===== src/rtl/mem_access_stage.sv =====
// MEM stage data-memory access controller: one request per load/store with ack
// handshake, byte-lane steering for stores, and alignment/extension for loads.
module mem_access_stage (
  input  logic        clk,
  input  logic        reset,
  input  logic        memRead,
  input  logic        memWrite,
  input  logic [1:0]  DSize,
  input  logic        loadSign,
  input  logic [0:31] aluResult,
  input  logic [0:31] storeData,
  input  logic [0:31] dmem_rdata,
  input  logic        dmem_ack,
  output logic        dmem_req,
  output logic        dmem_we,
  output logic [0:31] dmem_addr,
  output logic [0:31] dmem_wdata,
  output logic [0:3]  dmem_be,
  output logic [0:31] dataOut,
  output logic        stall,
  output logic        misalign
);

  // state  | meaning
  // S_IDLE | no access outstanding; a valid access issues a request
  // S_WAIT | request outstanding, waiting for dmem_ack
  // S_DONE | access complete, pipeline released for one cycle
  typedef enum logic [1:0] {
    S_IDLE = 2'b00,
    S_WAIT = 2'b01,
    S_DONE = 2'b10
  } state_t;

  state_t      r_state;
  state_t      w_next;
  logic        r_req;
  logic        r_we;
  logic [0:31] r_addr;
  logic [0:31] r_wdata;
  logic [0:3]  r_be;
  logic [0:31] r_dout;
  logic [1:0]  r_size;
  logic [0:1]  r_lane;
  logic        r_sign;
  logic        r_load;

  logic        w_access;
  logic        w_misalign;
  logic        w_start;
  logic [0:31] w_wdata;
  logic [0:3]  w_be;
  logic [0:7]  w_byte;
  logic [0:15] w_half;
  logic [0:31] w_load;

  always_comb begin
    w_access   = memRead | memWrite;
    w_misalign = w_access & (((DSize == 2'b01) & aluResult[31]) |
                             (DSize[1] & (aluResult[30:31] != 2'b00)));
    w_start    = (r_state == S_IDLE) & w_access & ~w_misalign;

    w_next = r_state;
    case (r_state)
      S_IDLE:  if (w_start) w_next = S_WAIT;
      S_WAIT:  if (dmem_ack) w_next = S_DONE;
      S_DONE:  w_next = S_IDLE;
      default: w_next = S_IDLE;
    endcase
  end

  // Store lanes follow the live address; memory picks the lane with be.
  always_comb begin
    w_wdata = storeData;
    w_be    = 4'b1111;
    case (DSize)
      2'b00: begin
        w_wdata = {4{storeData[24:31]}};
        w_be    = 4'b1000 >> aluResult[30:31];
      end
      2'b01: begin
        w_wdata = {2{storeData[16:31]}};
        w_be    = aluResult[30] ? 4'b0011 : 4'b1100;
      end
      default: ;
    endcase
  end

  // Load alignment uses the attributes captured when the request was issued.
  always_comb begin
    case (r_lane)
      2'b00:   w_byte = dmem_rdata[0:7];
      2'b01:   w_byte = dmem_rdata[8:15];
      2'b10:   w_byte = dmem_rdata[16:23];
      default: w_byte = dmem_rdata[24:31];
    endcase
    w_half = r_lane[0] ? dmem_rdata[16:31] : dmem_rdata[0:15];
    case (r_size)
      2'b00:   w_load = {{24{r_sign & w_byte[0]}}, w_byte};
      2'b01:   w_load = {{16{r_sign & w_half[0]}}, w_half};
      default: w_load = dmem_rdata;
    endcase
  end

  always_ff @(posedge clk or posedge reset) begin
    if (reset) begin
      r_state <= S_IDLE;
      r_req   <= 1'b0;
      r_we    <= 1'b0;
      r_addr  <= '0;
      r_wdata <= '0;
      r_be    <= '0;
      r_dout  <= '0;
      r_size  <= 2'b00;
      r_lane  <= 2'b00;
      r_sign  <= 1'b0;
      r_load  <= 1'b0;
    end else begin
      r_state <= w_next;
      case (r_state)
        S_IDLE: begin
          if (w_start) begin
            r_req   <= 1'b1;
            r_we    <= memWrite;
            r_addr  <= {aluResult[0:29], 2'b00};
            r_wdata <= w_wdata;
            r_be    <= w_be;
            r_size  <= DSize;
            r_lane  <= aluResult[30:31];
            r_sign  <= loadSign;
            r_load  <= memRead & ~memWrite;
          end
        end
        S_WAIT: begin
          if (dmem_ack) begin
            r_req <= 1'b0;
            r_we  <= 1'b0;
            if (r_load) r_dout <= w_load;
          end
        end
        default: begin
          r_req <= 1'b0;
          r_we  <= 1'b0;
        end
      endcase
    end
  end

  assign dmem_req   = r_req;
  assign dmem_we    = r_we;
  assign dmem_addr  = r_addr;
  assign dmem_wdata = r_wdata;
  assign dmem_be    = r_be;
  assign dataOut    = r_dout;
  assign stall      = w_start | (r_state == S_WAIT);
  assign misalign   = w_misalign;

endmodule

===== config.mk =====
export PLATFORM = sky130hd
export DESIGN_NAME = mem_access_stage
export DESIGN_NICKNAME = d
export VERILOG_FILES = /design/src/rtl/mem_access_stage.sv
export SDC_FILE = /design/constraint.sdc
export NUM_CORES = 1
export LEC_CHECK = 0
export BUFFER_PORTS_ARGS = -buffer_cell sky130_fd_sc_hd__buf_2
export CAP_MARGIN = 20
export CORE_MARGIN = 3
export CORE_UTILIZATION = 42
export DETAILED_ROUTE_END_ITERATION = 6
export PLACE_DENSITY = 0.74
export REMOVE_ABC_BUFFERS = 1
export SLEW_MARGIN = 25
export SYNTH_ARGS = -nofsm -noshare
export SYNTH_HDL_FRONTEND = slang
export SYNTH_SLANG_ARGS = --single-unit
export TNS_END_PERCENT = 1

===== constraint.sdc =====
create_clock -name clk -period 3.9 [get_ports clk]
set_input_delay 0.585 -clock clk [delete_from_list [all_inputs] [get_ports clk]]
set_output_delay 0.585 -clock clk [all_outputs]
set_load 0.02 [all_outputs]

# Word level (Yosys, flattened, before mapping)
# Cells that the tools add are included.
dict set report op_classes {
  bitwise_logic 13
  n_eq_ne 7
  shift 1
  n_mux 14
  reduce_logical 8
}
# operator count
set ops {}
lappend ops {{32-bit case mux with 2 select lines} 2}
lappend ops {{8-bit case mux with 3 select lines} 1}
lappend ops {{16-bit 2-to-1 mux} 1}
lappend ops {{1-bit bitwise AND} 8}
lappend ops {{2-bit by 1-bit equality test with 1-bit output (second input constant)} 4}
lappend ops {{2-bit logical NOT} 4}
lappend ops {{4-bit case mux with 2 select lines} 1}
lappend ops {{2-bit 2-to-1 mux} 2}
lappend ops {{4-bit 2-to-1 mux} 1}
lappend ops {{2-bit inequality test (second input constant)} 2}
lappend ops {{1-bit case mux with 2 select lines} 2}
lappend ops {{2-bit case mux with 2 select lines} 1}
lappend ops {{2-bit AND reduction} 2}
lappend ops {{4-bit by 2-bit >> shifter with 4-bit output (first input constant)} 1}
lappend ops {{1-bit 2-to-1 mux} 3}
lappend ops {{1-bit bitwise OR} 3}
lappend ops {{3-bit AND reduction} 1}
lappend ops {{2-bit equality test (second input constant)} 1}
lappend ops {{1-bit inverter} 2}
lappend ops {{2-bit nonzero test} 1}
dict set report word_totals {
  in_bits 104
  output_inout_bits 104
  regBits 108
  word_cells 54
}

# Longest topological paths before layout
# Gate-level depths: netlist of run 1.
dict set report logic_depth {
  ltp_word 8
  depth_mapped 6
  ltp_nobuf 4
}

# Least setup slack after synthesis of run 1
# No wires, ideal clock.
dict set report synth_path {
  path_kind {input-to-output}
  start {input port DSize[0]}
  end {output port stall}
  arrival_time_ns 1.390
  cell_stages 5
  t_required_ns 3.315
  slack_ns 1.925
  n_path_buf 2
  path_cell_list {nor2_1 > o221ai_2 > buf_2 > buf_2 > nand2_1}
}
dict set report synth_between {
  elab_chain_len 7
}
# item line_no
set synth_lines {}
lappend synth_lines {{from (decl)} 8} ;# input logic [1:0] DSize,
lappend synth_lines {{2-bit by 1-bit equality test with 1-bit output} 58} ;# w_misalign = w_access & (((DSize == 2'b01) & aluResult[31]) |
lappend synth_lines {{1-bit bitwise AND} 58}
lappend synth_lines {{1-bit bitwise OR} 58}
lappend synth_lines {{1-bit bitwise AND} 58}
lappend synth_lines {{1-bit inverter} 60} ;# w_start = (r_state == S_IDLE) & w_access & ~w_misalign;
lappend synth_lines {{1-bit bitwise AND} 60}
lappend synth_lines {{1-bit bitwise OR} 154} ;# assign stall = w_start | (r_state == S_WAIT);
lappend synth_lines {{to (decl)} 20} ;# output logic stall,
# Every way passes these cells.

# Final worst setup path of run 1
dict set report layout_path {
  start {input port DSize[1]}
  end {output port stall}
}
dict set report layout_between {
  elab_chain_len 7
  word_cells_on_any_way 8
  classes_between {eq/ne: 1; bitwise: 7}
}
# item line_no
set layout_lines {}
lappend layout_lines {{2-bit by 1-bit equality test with 1-bit output} 58}
lappend layout_lines {{1-bit bitwise AND} 58}
lappend layout_lines {{1-bit bitwise OR (*)} 58}
lappend layout_lines {{1-bit bitwise AND (*)} 58}
lappend layout_lines {{1-bit inverter (*)} 60}
lappend layout_lines {{1-bit bitwise AND (*)} 60}
lappend layout_lines {{1-bit bitwise OR (*)} 154}
# Every way passes the cells marked *; elsewhere a longest branch is shown, timed or not.

==> results by group, run 1 <==
Synthesis
  – Most common cell in the netlist: dfrtp_1
  – Cells after Synth: ~470
  – XOR/XNOR share of the synthesized area: 0%
  – Synth Area in Compound Gates: 11.9%
  – Synth Area in Simple Gates: 12.8%
  – Dominant cells by area after synthesis: dfrtp_1 (54%), mux2_1 (9.8%), nand2_1 (6.2%)
  – List of most frequent post-synthesis cells: dfrtp_1 (107), nand2_1 (82), mux2_1 (43)
  – Asr flop ratio synth: 100%
  – Number of flops mapped to enable cells by yosys: 0
  – Synth Area in Adders: 0%
  – Register area share after synthesis: a little over half
  – Syn_area_per_cell: roughly 11 um2
  – Synth warn: 0
  – Top cell type's share of synthesized area: 54.0%
  – Synth area leader: dfrtp_1
  – Number of distinct library cells after synthesis: 43
  – Ys flop type: dfrtp_1
  – Syn Std Cell Area: 4960 um2
  – Mux cell area share after synthesis: 16.9%
  – Flop and latch count out of synthesis: 107
  – Combinational family with the most area after synthesis: multiplexers

STA
  – Worst Tran Pin Value: 821 ps
  – Fmax achieved: 0.376 GHz
  – Total negative slack: 0 ps
  – Period utilization: 68.3%
  – Fin Hold WS: 371 ps
  – Final hold violations: 0
  – Fin Clk Skew: 7.57 ps
  – Fin crit period: 2660 ps
  – Slew Limit Fails: 0
  – Slew margin rel.: 45.3%
  – RSZ-0062 raised after global routing: no
  – Worst setup margin: roughly 1200 ps
  – Setup violators final: 0

Drt
  – Final WL: 13600 um
  – DRC viols: 0
  – Remaining antenna violation count: 0
  – Vias: 4305
  – DR vias/cell: 5.33
  – WL/cell: 16.8 um
  – Drt first pass iters: 4
  – 1st-iter DRT viols: between 300 and 400

GRT
  – Total global routing overflow: 0
  – Vias in the first global route: 4360
  – Largest net degree at the start of global routing: 102
  – GRT Total Usage: between 20% and 30%
  – First-pass GRT wire length: roughly 21000 um
  – GRT Max-Usage Layer: met2
  – Met3 Use GR: 6.98%
  – Met2 usage: approximately a third
  – Met1 Use GR: 25.7%
  – Initial antenna violation count: 0

Power and ir drop
  – Max rail drop VDD: 0.000488 V
  – Power Density: 783 nW/um2
  – Tot Pwr: 4.98 mW
  – Pleak: between 3 and 4 nW

Finish
  – Final net count: roughly 760
  – Register Area: between 2000 and 3000 um2
  – Area Growth Syn to Fin: 28.4%
  – Multi-input gate area: approximately 2100 um2
  – Fill cell count: 1002
  – Design area: roughly 6400 um2
  – Final Core Density: a little under three fifths
  – N_diodes: 0
  – Fin cells: 808
  – Proportion of layout cells with a drive suffix above 1: 36.8%

CTS
  – Postcts setup bufs: 0
  – CTS tree: built
  – Clk root buf: clkbuf_16
  – H-tree depth: 3
  – CTS sink count: 107
  – CTS Buffer Depth: 2
  – Cts bufs inserted: 9
  – CTS resizes: 0
  – Cts hold-fix bufs: 0
  – Worst-Skew Late Latency: 360 ps
  – Worst-path clk slew: 70 ps

Floorplanning
  – Die ar.: 13100 um2
  – Core area: 11500 um2
  – Chip Width: 115 um
  – Row cnt: 39
  – Die Y-Extent: 115 um
  – Initial core utilization: 43.2%
  – IO Pins: 208

Worst setup path
  – Top cell by count, worst path: buf_2
  – Critical Path Max Stage Delay: 670 ps
  – WP data required: 3310 ps
  – Crit end category: output port
  – Crit-path cells: buf_2 -> nor2_2 -> o221ai_4 -> nand2_1 -> buf_2
  – Buf/Inv on CP: 2
  – Critical path's top delay family: simple AND/OR/NAND/NOR gates
  – Startpoint Class: primary input
  – Kind of critical path: primary input to output port
  – Slowest stage cell, crit path: nor2_2
  – Max FO, Critical Path: 31
  – Arrival time at the worst endpoint: 2080 ps

Status
  – Outcome: finished clean

Place
  – Final HPWL DP: ~9900 um
  – Port buffer count: 205
  – Post-placement cell area: between 6000 and 7000 um2
  – Post-Place Cells: 792
  – Pre-CTS setup slack: 1230 ps
  – GP Congestion: 0.935

Flow run
  – Max-Cap Viols: 0

Worst hold path
  – Worst min-delay path category: primary input to async pin
## report_power, final
part / leakage, nW / internal, mW / switching, mW / total [mW]
Clock: 0.151 / 0.510 / 0.436 / 0.946
Combinational: 1.78 / 0.774 / 1.32 / 2.09
Sequential: 1.30 / 1.60 / 0.350 / 1.95
Total: 3.23 / 2.88 / 2.10 / 4.98
## worst paths after layout
kind                       slack (ps)                         to                     start  cells after the start
max reg2reg                      1880    dataOut[17]$_DFFE_PP0P_     r_lane[0]$_DFFE_PP0P_                      4
min                               370    dataOut[27]$_DFFE_PP0P_                     reset                      2
max                              1240                      stall                  DSize[1]                      5
max in group asynchronous        2790  dmem_wdata[1]$_DFFE_PP0P_                     reset                      3
min in group clk                  430   dmem_addr[8]$_DFFE_PP0P_              aluResult[8]                      2
min reg2reg                       490   dmem_addr[2]$_DFFE_PP0P_  dmem_addr[2]$_DFFE_PP0P_                      1
## per-layer routing
metal,vias up,part of all wire [%]
li1,2028,-
met1,2044,40
met2,204,46
met3,29,11
met4,0,2.9
met5,-,0
## logic make-up (layout without fill, tap and decap cells)
logic type             count (synthesis)  in the layout
AOI/OAI and AO/OA                     97             97
buffers and inverters                 42            235
muxes                                 77             77
other                                  1              2
DFF                                  107            107
and+or+nand+nor                      147            147
## state kept, by name, summed over array words and instances (netlist names), 2 cells and up
signal / cells
dataOut: 32
dmem_wdata: 32
dmem_addr: 30
dmem_be: 4
r_lane: 2
r_size: 2
r_state: 2
## layout make-up
type	instances	share of cell area, %
clock buffer	9	3.54
tap	143	2.81
timing repair buffer	211	17.0
clock inverter	7	1.30
sequential	107	42.1
inverter	8	0.550
multi-input combinational	323	32.7
## layout by cell type (no fill, tap or decap), types with 7 or more instances in the layout
cell type / instances
buf_2: 205
dfrtp_1: 107
nand2_1: 82
mux2_1: 43
o21ai_1: 35
nand3_1: 33
mux2i_1: 26
nor2_1: 18
a21oi_1: 16
o21ai_0: 14
clkbuf_16: 9
a22oi_1: 8
o22ai_1: 7
mux2_2: 7
## worst reg2reg max path: cells and delay by family, from the launching register on
| family | cells | cell delay, ps |
|---|---|---|
| flip-flops | 1 | 850 |
| AO/OA/AOI/OAI | 3 | 620 |
| multiplexers | 1 | 420 |
Power figures use the tool's default switching activity.
==> run 2, diff against run 1 <==
ABC_AREA = 1   (was unset)
PLACE_DENSITY = 0.76   (was 0.74)
clock period = 2.3 ns   (was 3.9 ns; I/O delays follow)
==> run 2 against run 1 <==
  * Final cell count grew 23%
  * Routed wire length is 1.4% higher
  * Register-to-register slack got worse by 1300 ps
  * Critical endpoint unchanged
==> results by group, run 2 <==
Power and ir drop
  – Sw frac: 45.4% (was 42.2%)
  – Power Density: 1400 nW/um2 (was 783 nW/um2)
  – Pleak: 3.71 nW (was 3.23 nW)
  – Sequential power share: 37.1% (was 39.0%)
  – Comb pwr share: 46.6% (was 42.0%)
  – Sw power: 4.08 mW (was 2.10 mW)
  – Pint: 4.91 mW (was 2.88 mW)
  – Max rail drop VDD: 0.000606 V (was 0.000488 V)
  – Clock power share: 16.3% (was 19.0%)

Floorplanning
  – Core area: 11600 um2 (was 11500 um2)
  – Row cnt: 39 (unchanged)
  – Die Y-Extent: 116 um (was 115 um)
  – Initial core utilization: 43.5% (was 43.2%)
  – IO Pins: 208 (unchanged)
  – Chip Width: 116 um (was 115 um)
  – Die ar.: 13300 um2 (was 13100 um2)

STA
  – Fmax achieved: 0.571 GHz
  – Fin Hold WS: 18.0 ps (was 371 ps)
  – Worst setup margin: 550 ps (was 1240 ps)
  – Fin crit period: approximately 1800 ps
  – Final hold violations: 0 (unchanged)
  – Worst Tran Pin Value: 531 ps (was 821 ps)
  – Total negative slack: 0 ps (unchanged)
  – Slew Limit Fails: 0 (unchanged)
  – Period utilization: 76.1%
  – Slew margin rel.: 64.6% (was 45.3%)
  – Setup violators final: 0 (unchanged)
  – RSZ-0062 raised after global routing: no (unchanged)
  – Fin Clk Skew: 6.61 ps (was 7.57 ps)

Synthesis
  – XOR/XNOR share of the synthesized area: 0% (unchanged)
  – List of most frequent post-synthesis cells: nand2_1 (307), dfrtp_1 (107), a21oi_1 (62) (was dfrtp_1 (107), nand2_1 (82), mux2_1 (43))
  – Number of flops mapped to enable cells by yosys: 0 (unchanged)
  – Synth warn: 0 (unchanged)
  – Most common cell in the netlist: nand2_1 (was dfrtp_1)
  – Mux cell area share after synthesis: 0% (was 16.9%)
  – Asr flop ratio synth: 100% (unchanged)
  – Dominant cells by area after synthesis: dfrtp_1 (53%), nand2_1 (23%), a21oi_1 (6.2%) (was dfrtp_1 (54%), mux2_1 (9.8%), nand2_1 (6.2%))
  – Ys flop type: dfrtp_1 (unchanged)
  – Syn Std Cell Area: 5040 um2 (was 4960 um2)
  – Synth Area in Simple Gates: 27.7% (was 12.8%)
  – Cells after Synth: 657 (was 471)
  – Combinational family with the most area after synthesis: simple AND/OR/NAND/NOR gates (was multiplexers)
  – Top cell type's share of synthesized area: 53.2% (was 54.0%)
  – Number of distinct library cells after synthesis: 22 (was 43)
  – Synth Area in Adders: 0% (unchanged)
  – Synth area leader: dfrtp_1 (unchanged)
  – Synth Area in Compound Gates: 11.7% (was 11.9%)
  – Register area share after synthesis: 53.2% (was 54.0%)
  – Syn_area_per_cell: 7.67 um2 (was 10.5 um2)
  – Flop and latch count out of synthesis: 107 (unchanged)

Worst setup path
  – R2r startpoint: r_size[1]$_DFFE_PP0P_ (was r_lane[0]$_DFFE_PP0P_)
  – Reg2reg end: dataOut[14]$_DFFE_PP0P_ (was dataOut[17]$_DFFE_PP0P_)
  – Crit-path cells: inv_1 -> nand2_1 -> nor2_1 -> nand2_2 -> nand2_1 -> buf_2 (was buf_2 -> nor2_2 -> o221ai_4 -> nand2_1 -> buf_2)
  – Arrival time at the worst endpoint: 1410 ps (was 2080 ps)
  – R2R setup slack: 630 ps (was 1880 ps)
  – Slowest stage cell, crit path: dfrtp_1 (was nor2_2)
  – Startpoint Class: flip-flop (was primary input)
  – Top cell by count, worst path: nand2_1 (was buf_2)
  – Critical Path Max Stage Delay: 410 ps (was 670 ps)
  – WP data required: 1960 ps (was 3310 ps)
  – Buf/Inv on CP: 2 (unchanged)
  – Crit end category: output port (unchanged)
  – R2R depth: 5 (was 4)
  – Kind of critical path: flip-flop to output port (was primary input to output port)
  – Critical path's top delay family: simple AND/OR/NAND/NOR gates (unchanged)
  – Max FO, Critical Path: 9 (was 31)

GRT
  – First-pass GRT wire length: 21900 um (was 21500 um)
  – GRT Total Usage: 20.6% (was 20.7%)
  – Largest net degree at the start of global routing: 86 (was 102)
  – Total global routing overflow: 0 (unchanged)
  – Initial antenna violation count: 0 (unchanged)
  – Vias in the first global route: 4461 (was 4360)

Place
  – Port buffer count: 205 (unchanged)
  – Pre-CTS setup slack: 614 ps (was 1230 ps)
  – GP Congestion: 0.829 (was 0.935)
  – Final HPWL DP: 9940 um (about the same)
  – Post-Place Cells: 978 (was 792)
  – Post-placement cell area: 6130 um2 (was 6060 um2)

CTS
  – Cts hold-fix bufs: 0 (unchanged)
  – Worst-path clk slew: 70 ps (about the same)
  – H-tree depth: 3 (unchanged)
  – Worst-Skew Late Latency: 340 ps (was 360 ps)
  – Cts bufs inserted: 9 (unchanged)
  – CTS resizes: 0 (unchanged)
  – CTS tree: built (unchanged)
  – CTS sink count: 107 (unchanged)
  – CTS Buffer Depth: 2 (unchanged)
  – Clk root buf: clkbuf_16 (unchanged)
  – Postcts setup bufs: 0 (unchanged)

Drt
  – WL met3: 1380 um (was 1450 um)
  – M1 WL: 6100 um (was 5420 um)
  – Remaining antenna violation count: 0 (unchanged)
  – DRC viols: 0 (unchanged)
  – Met2 routed WL: 6200 um (was 6300 um)
  – Max Used Layer: met4 (unchanged)
  – Vias: 4803 (was 4305)
  – 1st-iter DRT viols: 376 (was 356)
  – WL/cell: 13.8 um (was 16.8 um)
  – DR vias/cell: 4.83 (was 5.33)
  – Final WL: 13800 um (was 13600 um)
  – Drt first pass iters: 4 (unchanged)

Finish
  – Most frequent cells in the layout: nand2_1 (307), buf_2 (205), dfrtp_1 (107) (was buf_2 (205), dfrtp_1 (107), nand2_1 (82))
  – Proportion of layout cells with a drive suffix above 1: 27.8% (was 36.8%)
  – Most common cell after layout, fill and taps aside: nand2_1 (was buf_2)
  – Design area: 6400 um2 (was 6360 um2)
  – Final net count: 950 (was 764)
  – Fin cells: 994 (was 808)
  – N_diodes: 0 (unchanged)
  – Area Growth Syn to Fin: 27.2% (was 28.4%)

Status
  – Outcome: finished clean (unchanged)

Worst hold path
  – Worst min-delay path category: primary input to async pin (unchanged)

Flow run
  – Max-Cap Viols: 0 (unchanged)
-- run 2: cell count changes in the layout (fill, tap and decap cells not counted), moves of 6 or more --
cell	previous run	this run
nor2_1	18	30
o211ai_1	0	7
mux2i_1	26	0
mux2_2	7	0
o21ai_0	14	24
a32o_1	6	0
a22oi_1	8	0
o22ai_1	7	0
nand3_1	33	16
o21ai_1	35	18
inv_1	5	36
a21oi_1	16	62
nand2_1	82	307
mux2_1	43	0
-- run 2: worst max-delay path by stage --
stage,from,to,cells past startpoint,slack (ps)
floorplan,reset,dataOut[0]$_DFFE_PP0P_,1,-860
global placement,DSize[1],dmem_be[1]$_DFFE_PP0P_,9,660
detailed placement,r_size[1]$_DFFE_PP0P_,dataOut[6]$_DFFE_PP0P_,5,610
CTS,r_state[1]$_DFFE_PP0P_,stall,6,530
global route,r_size[1]$_DFFE_PP0P_,dataOut[14]$_DFFE_PP0P_,5,390
finish,r_state[0]$_DFFE_PP0P_,stall,6,550
-- run 2: power groups by stage --
stage / logic (mW) / registers (mW) / clock network [mW]
6_report: 4.19 / 3.34 / 1.47
3_5_place_dp: 4.25 / 3.32 / 0
2_1_floorplan: 1.55 / 4.42 / 0
5_1_grt: 4.66 / 3.47 / 1.58
4_1_cts: 4.23 / 3.34 / 1.50
3_3_place_gp: 4.16 / 3.36 / 0
-- run 2: cell type report --
| type | instances | area, um2 |
|---|---|---|
| timing repair buffer | 214 | 1130 |
| tap | 143 | 179 |
| inverter | 39 | 149 |
| sequential | 107 | 2680 |
| clock buffer | 10 | 229 |
| multi-input combinational | 475 | 1990 |
| clock inverter | 6 | 50.0 |
| fill | 1104 | 5160 |
-- run 2: kinds of logic (layout without fill, tap and decap cells) --
logic type / after synthesis / after routing
buf+inv: 76 / 269
flops: 107 / 107
compound gates: 113 / 113
other cells: 1 / 2
simple gates: 360 / 360
-- run 2: stage by stage --
| step | utilization [%] | power [mW] |
|---|---|---|
| after floorplan | - | 5.97 |
| after global placement | 53.0 | 7.52 |
| after detailed placement | 53.0 | 7.58 |
| after CTS | 55.4 | 9.08 |
| after global routing | 55.4 | 9.70 |
| final | 55.4 | 8.99 |
-- run 2: metal layers --
| metal | vias up | global-route usage [%] |
|---|---|---|
| met1 | 2186 | 28.1 |
| met3 | 4 | 7.73 |
| met2 | 181 | 31.5 |
| met5 | - | 0 |
| li1 | 2432 | - |
| met4 | 0 | 5.01 |
==> run 3, diff against run 2 <==
clock period = 1.6 ns   (was 2.3 ns; I/O delays follow)
==> run 3 against run 2 <==
  * Clock power rose by 46%
  * Clock-buffer cell count fell by 1
  * Via count rose by 3.1%
  * Critical path type unchanged
  * Utilization rose by 1.1 points
  * Largest power group unchanged
  * Largest cell class unchanged
==> results by group, run 3 (same netlist as run 2, synthesis figures left out) <==
Floorplanning
  – IO Pins: 208 (unchanged)
  – Core area: 11600 um2 (unchanged)
  – Chip Width: 116 um (unchanged)
  – Initial core utilization: 43.5% (unchanged)
  – Die ar.: 13300 um2 (unchanged)
  – Die Y-Extent: 116 um (unchanged)
  – Row cnt: 39 (unchanged)

Power and ir drop
  – Pleak: 3.79 nW (was 3.71 nW)
  – Max rail drop VDD: 0.00100 V (was 0.000606 V)
  – Power Density: 2010 nW/um2 (was 1400 nW/um2)

Worst hold path
  – Worst min-delay path category: primary input to flip-flop (was primary input to async pin)
  – Hold_sp: aluResult[27]
  – Hold depth: 3
  – Hold EP: dmem_addr[27]$_DFFE_PP0P_

Flow run
  – Max-Cap Viols: 0 (unchanged)

Drt
  – Drt first pass iters: 4 (unchanged)
  – DRC viols: 0 (unchanged)
  – Final WL: 14100 um (was 13800 um)
  – WL/cell: 14.0 um (was 13.8 um)
  – Remaining antenna violation count: 0 (unchanged)
  – Vias: 4951 (was 4803)
  – 1st-iter DRT viols: 469 (was 376)
  – DR vias/cell: 4.92 (was 4.83)

STA
  – Fin Clk Skew: 7.73 ps (was 6.61 ps)
  – Fin crit period: 1500 ps
  – Worst Tran Pin Value: 511 ps (was 531 ps)
  – Slew margin rel.: 66.0% (was 64.6%)
  – Period utilization: 94.0%
  – Slew Limit Fails: 0 (unchanged)
  – Final hold violations: 0 (unchanged)
  – Setup violators final: 0 (unchanged)
  – RSZ-0062 raised after global routing: yes (was no)
  – Fin Hold WS: 89.6 ps (was 18.0 ps)
  – Fmax achieved: 0.665 GHz

Finish
  – Register Area: 2680 um2 (unchanged)
  – Most common cell after layout, fill and taps aside: nand2_1 (unchanged)
  – Final Core Density: 56.4% (was 55.4%)
  – Proportion of layout cells with a drive suffix above 1: 29.1% (was 27.8%)
  – Area Growth Syn to Fin: 29.6% (was 27.2%)
  – Most frequent cells in the layout: nand2_1 (306), buf_2 (204), dfrtp_1 (107) (was nand2_1 (307), buf_2 (205), dfrtp_1 (107))
  – Multi-input gate area: 2000 um2 (was 1990 um2)
  – Fill cell count: 1115 (was 1104)
  – Final net count: 961 (was 950)

Place
  – GP Congestion: 0.864 (was 0.829)
  – Final HPWL DP: 10300 um (was 9940 um)
  – Port buffer count: 205 (unchanged)

CTS
  – Postcts setup bufs: 0 (unchanged)
  – Clk root buf: clkbuf_16 (unchanged)
  – CTS Buffer Depth: 2 (unchanged)
  – H-tree depth: 3 (unchanged)
  – Worst-Skew Late Latency: 340 ps (about the same)
  – Cts bufs inserted: 9 (unchanged)
  – CTS sink count: 107 (unchanged)
  – CTS tree: built (unchanged)
  – Worst-path clk slew: 70 ps (about the same)

Worst setup path
  – CP Launch Point: r_state[0]$_DFFE_PP0P_ (unchanged)
  – Kind of critical path: flip-flop to output port (unchanged)
  – R2R setup slack: 150 ps (was 630 ps)
  – WP data required: 1360 ps (was 1960 ps)
  – Reg2reg end: dataOut[27]$_DFFE_PP0P_ (was dataOut[14]$_DFFE_PP0P_)
  – R2R depth: 7 (was 5)
  – Startpoint Class: flip-flop (unchanged)
  – Crit end category: output port (unchanged)
  – R2r startpoint: r_lane[0]$_DFFE_PP0P_ (was r_size[1]$_DFFE_PP0P_)
  – Arrival time at the worst endpoint: 1260 ps (was 1410 ps)
  – Max FO, Critical Path: 4 (was 9)

GRT
  – Vias in the first global route: 4630 (was 4461)
  – Initial antenna violation count: 1 (was 0)
  – GRT Total Usage: 21.2% (was 20.6%)
  – Largest net degree at the start of global routing: 74 (was 86)
  – First-pass GRT wire length: 22500 um (was 21900 um)
  – Total global routing overflow: 0 (unchanged)

Status
  – Outcome: finished clean (unchanged)
-- run 3: power by group --
group          switching, mW  internal (mW)
Clock                   1.06           1.08
Sequential             0.773           4.01
Combinational           4.14           2.07
-- run 3: what timing repair did --
action | 4_1_cts | 5_1_grt
endpoints found under the setup margin | 0 | 81
hold buffers | 1 | 0
endpoints found under the hold margin | 81 | 0
resized for setup | 0 | 7
-- run 3: metal layers --
layer | up-vias | GRT usage (%) | wire length, um
met1 | 2246 | 27.7 | 5930
met2 | 230 | 32.4 | 6360
li1 | 2455 | - | -
met5 | - | 0 | 0
met3 | 20 | 7.10 | 1560
met4 | 0 | 8.92 | 284
-- run 3: area by class of cell --
type,instances,area share (%)
diodes,1,0.0383
clock buffers,9,3.45
clock inverters,7,0.920
inverters,39,2.28
multi-input cells,475,30.6
flip-flops and latches,107,41.0
well taps,143,2.74
repair buffers,225,18.9
-- run 3: worst max-delay path by stage --
stage / endpoint / slack, ps / cells after the start
after floorplan: dataOut[0]$_DFFE_PP0P_ / -1460 / 1
after global placement: dmem_wdata[26]$_DFFE_PP0P_ / 50 / 7
after detailed placement: dmem_wdata[24]$_DFFE_PP0P_ / 2 / 7
after CTS: dmem_wdata[24]$_DFFE_PP0P_ / 30 / 7
after global routing: stall / -30 / 6
final: stall / 100 / 6
-- run 3: worst max-delay path: stages (launching register included) --
cell and delay (ps):
dfrtp_1 410, inv_1 60, nand2_1 70, nor2_2 90, nand2_2 80, nand2_1 70
buf_4 130
-- run 3: through the flow --
step                TNS (ps)  worst slack (ps)  instance area [um2]  power [mW]  cells
global route           -25.2             -25.2                 6530        14.2   1006
detailed placement         0              2.36                 6210        11.0    988
CTS                        0              26.3                 6510        13.2   1005
global placement           0              53.5                 6210        10.9    988
finish                     0              96.3                 6530        13.1   1006
floorplan            -210800             -1460                 4810        8.59    621
